`src/rtl/fifo_rd_fwft.sv`:
```
// fifo_rd_fwft: first-word-fall-through read stage holding up to two words between FIFO memory and consumer.
module fifo_rd_fwft #(
  parameter int DATA_W = 8
) (
  input  logic              i_rClk,
  input  logic              i_rRst,
  input  logic              i_rEmpty,
  output logic              o_rInc,
  input  logic [DATA_W-1:0] i_rData,
  output logic              o_valid,
  input  logic              i_ready,
  output logic [DATA_W-1:0] o_data,
  output logic [1:0]        o_count
);
  typedef enum logic [1:0] {EMPTY = 2'd0, ONE = 2'd1, TWO = 2'd2} state_t;
  state_t state;
  logic [DATA_W-1:0] tail;
  logic push, pop;
  always_comb begin
    o_rInc  = !i_rRst && !i_rEmpty && (state != TWO);
    push    = o_rInc;
    o_valid = state != EMPTY;
    pop     = o_valid && i_ready;
    o_count = state;
  end
  always_ff @(posedge i_rClk) begin
    if (i_rRst) begin
      state  <= EMPTY;
      o_data <= '0;
      tail   <= '0;
    end else begin
      unique case (state)
        EMPTY: if (push) begin
          state  <= ONE;
          o_data <= i_rData;
        end
        ONE: if (push && !pop) begin
          state <= TWO;
          tail  <= i_rData;
        end else if (push) begin
          o_data <= i_rData;
        end else if (pop) begin
          state <= EMPTY;
        end
        TWO: if (pop) begin
          state  <= ONE;
          o_data <= tail;
        end
        default: state <= EMPTY;
      endcase
    end
  end
endmodule

```
`config.mk`:
```
export PLATFORM = sky130hd
export DESIGN_NAME = fifo_rd_fwft
export DESIGN_NICKNAME = d
export VERILOG_FILES = /design/src/rtl/fifo_rd_fwft.sv
export SDC_FILE = /design/constraint.sdc
export NUM_CORES = 1
export LEC_CHECK = 0
export CORE_MARGIN = 4
export CORE_UTILIZATION = 40
export CTS_BUF_LIST = sky130_fd_sc_hd__clkbuf_2
export DETAILED_ROUTE_END_ITERATION = 10
export HOLD_SLACK_MARGIN = 0.15
export PLACE_DENSITY_LB_ADDON = 0.12
export SYNTH_ARGS = -nofsm -noshare
export SYNTH_HDL_FRONTEND = slang
export SYNTH_SLANG_ARGS = --single-unit
export TNS_END_PERCENT = 50
```
`constraint.sdc`:
```
create_clock -name i_rClk -period 2.35 [get_ports i_rClk]
set_clock_uncertainty 0.1 [all_clocks]
set_input_delay 0.47 -clock i_rClk [delete_from_list [all_inputs] [get_ports i_rClk]]
set_output_delay 0.47 -clock i_rClk [all_outputs]
set_load 0.05 [all_outputs]
```
==> results.tsv <==
stage	metric	value	unit
detailed_routing	drc_errors	0	
placement	placement.io_buffers	23	
layout	fin_cells	143	
clocking	cts_made_buffers	3	
setup_path	cpLargestDelayFamily	buffers and inverters	
floorplanning	start_util	43.75	%
sta	period_share	95.40	%
setup_path	critPathRequiredTime	1.78	ns
floorplanning	dieArea	3054	µm²
synth	yosysWarnings	0	
power	ir_drop	313.7	µV
layout	fin_util	56.99	%
synth	synth_top_area_share	40.34	%
setup_path	reg2reg_from	o_count[0]$_SDFFE_PP0P_	
detailed_routing	wl_met2	926	µm
outcome	outcome	finished clean	
layout	area_growth	30.25	%
clocking	clock-sinks	18	
detailed_routing	antenna_left	0	
detailed_routing	via_count	781	
detailed_routing	met3_length	100	µm
setup_path	crit_arrival	1.67	ns
grt	grt_pass1_vias	694	
power	leakage	0.4526	nW
setup_path	cp_cell_sequence	clkdlybuf4s50_1	
placement	placed_cells	140	
detailed_routing	drt_iter0_drc	8	
detailed_routing	wl_met1	1.027	mm
setup_path	criticalPathCategory	reg -> out	
sta	final-hold-violation-count	0	
clocking	cts_root_buffer	clkbuf_2	
min_path	min_from	tail[0]$_SDFFE_PP0P_	
sta	slew_violations	0	
placement	place.gp.congestion	0.7512	
setup_path	path_depth	1	
sta	post-route-min-period	2.242	ns
setup_path	cp-endpoint	o_count[0]	
clocking	clk_pin_slew	0.16	ns
clocking	ctsResizeCount	0	
detailed_routing	wl	2.076	mm
placement	hpwl	1.490	mm
synth	syn_area	893.4	µm²
setup_path	r2r_cells	3	
synth	ys_seq_elements	18	
clocking	tritoncts	done	
layout	design_area	1164	µm²
floorplanning	dieHeight	55.26	µm
clocking	clk_latency	0.29	ns
setup_path	rrSetupSlack	0.74	ns
sta	setup_viol	0	
clocking	clockBufferDepth	2	
detailed_routing	routed_via_density	5.462	
setup_path	path_max_fanout	10	
sta	slew_headroom	66.16	%
synth	synth_area_leaders	dfxtp_1 40%, mux2i_1 9.0%, a311oi_1 7.8%	
sta	worst_slew_pin_slew	0.5055	ns
floorplanning	die_x	55.26	µm
synth	synth-seq-area-share	40.34	%
min_path	hold_path_class	reg -> reg	
setup_path	regToRegEndpoint	tail[4]$_SDFFE_PP0P_	
sta	fmax	446.1	MHz
sta	rsz0062_at_grt	no	
detailed_routing	first_pass_iters	3	
synth	synth_area_per_cell	9.404	µm²
run	maxCapViolCount	0	
grt	antenna_found_initial	0	
grt	grt_pass1_wl	3.367	mm
sta	fin_tns_setup	0	ns
grt	overflow	0	
detailed_routing	top_layer_used	met4	
detailed_routing	avgRoutedWirePerCell	14.52	µm
clocking	cts.htree.levels	1	
layout	fillers	202	
setup_path	worst_path_largest_cell_delay	0.86	ns
floorplanning	ios	24	
setup_path	endpoint_kind	output pin	
clocking	postCtsSetupRepairBufs	0	
synth	synth_top_area_cell	dfxtp_1	
grt	grt_max_degree	21	
min_path	hold-path-cell-count	2	
layout	multi_input_area	471.7	µm²
setup_path	cp.buffers_inverters	1	
placement	place_area	1149	µm²
floorplanning	rows	16	
setup_path	critPathLaunchType	register	
layout	drive_gt1_share	11.21	%
setup_path	critPathSlowestCell	clkdlybuf4s50_1	
synth	syn_inst	95	
synth	synth_nets	107	
grt	grt_use_total	13.50	%
layout	regArea	360.3	µm²
synth	synth_cell_type_count	23	
setup_path	crit_start	o_count[0]$_SDFFE_PP0P_	
clocking	ctsHoldBuffers	0	
floorplanning	core-area	2042	µm²
layout	antenna_cells	0	
power	p_per_area	549.3	nW/µm²
layout	finalNetCount	130	
-- routing by layer --
| metal | up-vias | GRT usage [%] |
|---|---|---|
| li1 | 406 | - |
| met1 | 355 | 19.26 |
| met2 | 16 | 18.75 |
| met3 | 4 | 3.497 |
| met4 | 0 | 6.250 |
| met5 | - | 0 |
-- metrics by stage --
| step | setup WS [ns] | power [mW] | hold WS, ns |
|---|---|---|---|
| 2_1_floorplan | 0.1931 | 0.4518 | 0.3581 |
| 3_3_place_gp | 0.1586 | 0.5175 | 0.3624 |
| 3_5_place_dp | 0.1272 | 0.5198 | 0.3712 |
| 4_1_cts | 0.07974 | 0.6487 | 0.3918 |
| 5_1_grt | 0.03764 | 0.6702 | 0.4059 |
| 6_report | 0.1081 | 0.6392 | 0.3916 |
-- worst min path at each step --
stage,endpoint,slack (ns)
5_1_grt,tail[0]$_SDFFE_PP0P_,0.41
3_3_place_gp,tail[5]$_SDFFE_PP0P_,0.36
4_1_cts,tail[0]$_SDFFE_PP0P_,0.39
6_report,tail[0]$_SDFFE_PP0P_,0.39
3_5_place_dp,tail[0]$_SDFFE_PP0P_,0.37
2_1_floorplan,tail[0]$_SDFFE_PP0P_,0.36
-- cells in the final DEF, fill, tap and decap left out, drive strengths merged --
cell and n:
a21oi 9, inv 2, dfxtp 18, nand2b 2
nor2 1, clkbuf 3, a211oi 9, mux2i 8
nand3 9, nor4b 1, buf 7, or4b 1
o21ai 9, a211o 1, a31o 1, nor2b 2
and2 1, a311oi 8, and3b 2, or2 1
clkdlybuf4s50 21
-- synthesized netlist by cell type, drive strengths merged --
cell type / n
and2: 1
or2: 1
nor2: 1
o21ai: 9
nor4b: 1
and3b: 2
dfxtp: 18
or4b: 1
a21oi: 9
nand3: 9
nand2b: 2
a211oi: 9
inv: 2
a31o: 1
a211o: 1
mux2i: 8
nor2b: 2
clkbuf: 3
a311oi: 8
buf: 7
-- cell families after synthesis --
logic type	after synthesis	share of synthesized area (%)
compound gates	37	28.43
simple gates	20	15.41
flops	18	40.34
buf+inv	12	6.862
mux	8	8.964
-- state kept, by name (all words and copies together) (netlist names) --
name     flops
o_count      2
tail         8
o_data       8
-- where the power goes --
part           leakage [nW]  switching (mW)  internal [mW]  total, mW
logic                 0.293           0.106         0.0753      0.182
registers             0.147         0.00985          0.321      0.331
clock network        0.0125          0.0922         0.0348      0.127
-- layout make-up --
cell class,count,area share (%)
tap,27,2.903
clock buffer,3,1.290
sequential,18,30.97
inverter,2,0.6452
timing repair buffer,28,23.66
multi-input combinational,65,40.54
Power figures use the tool's default switching activity.
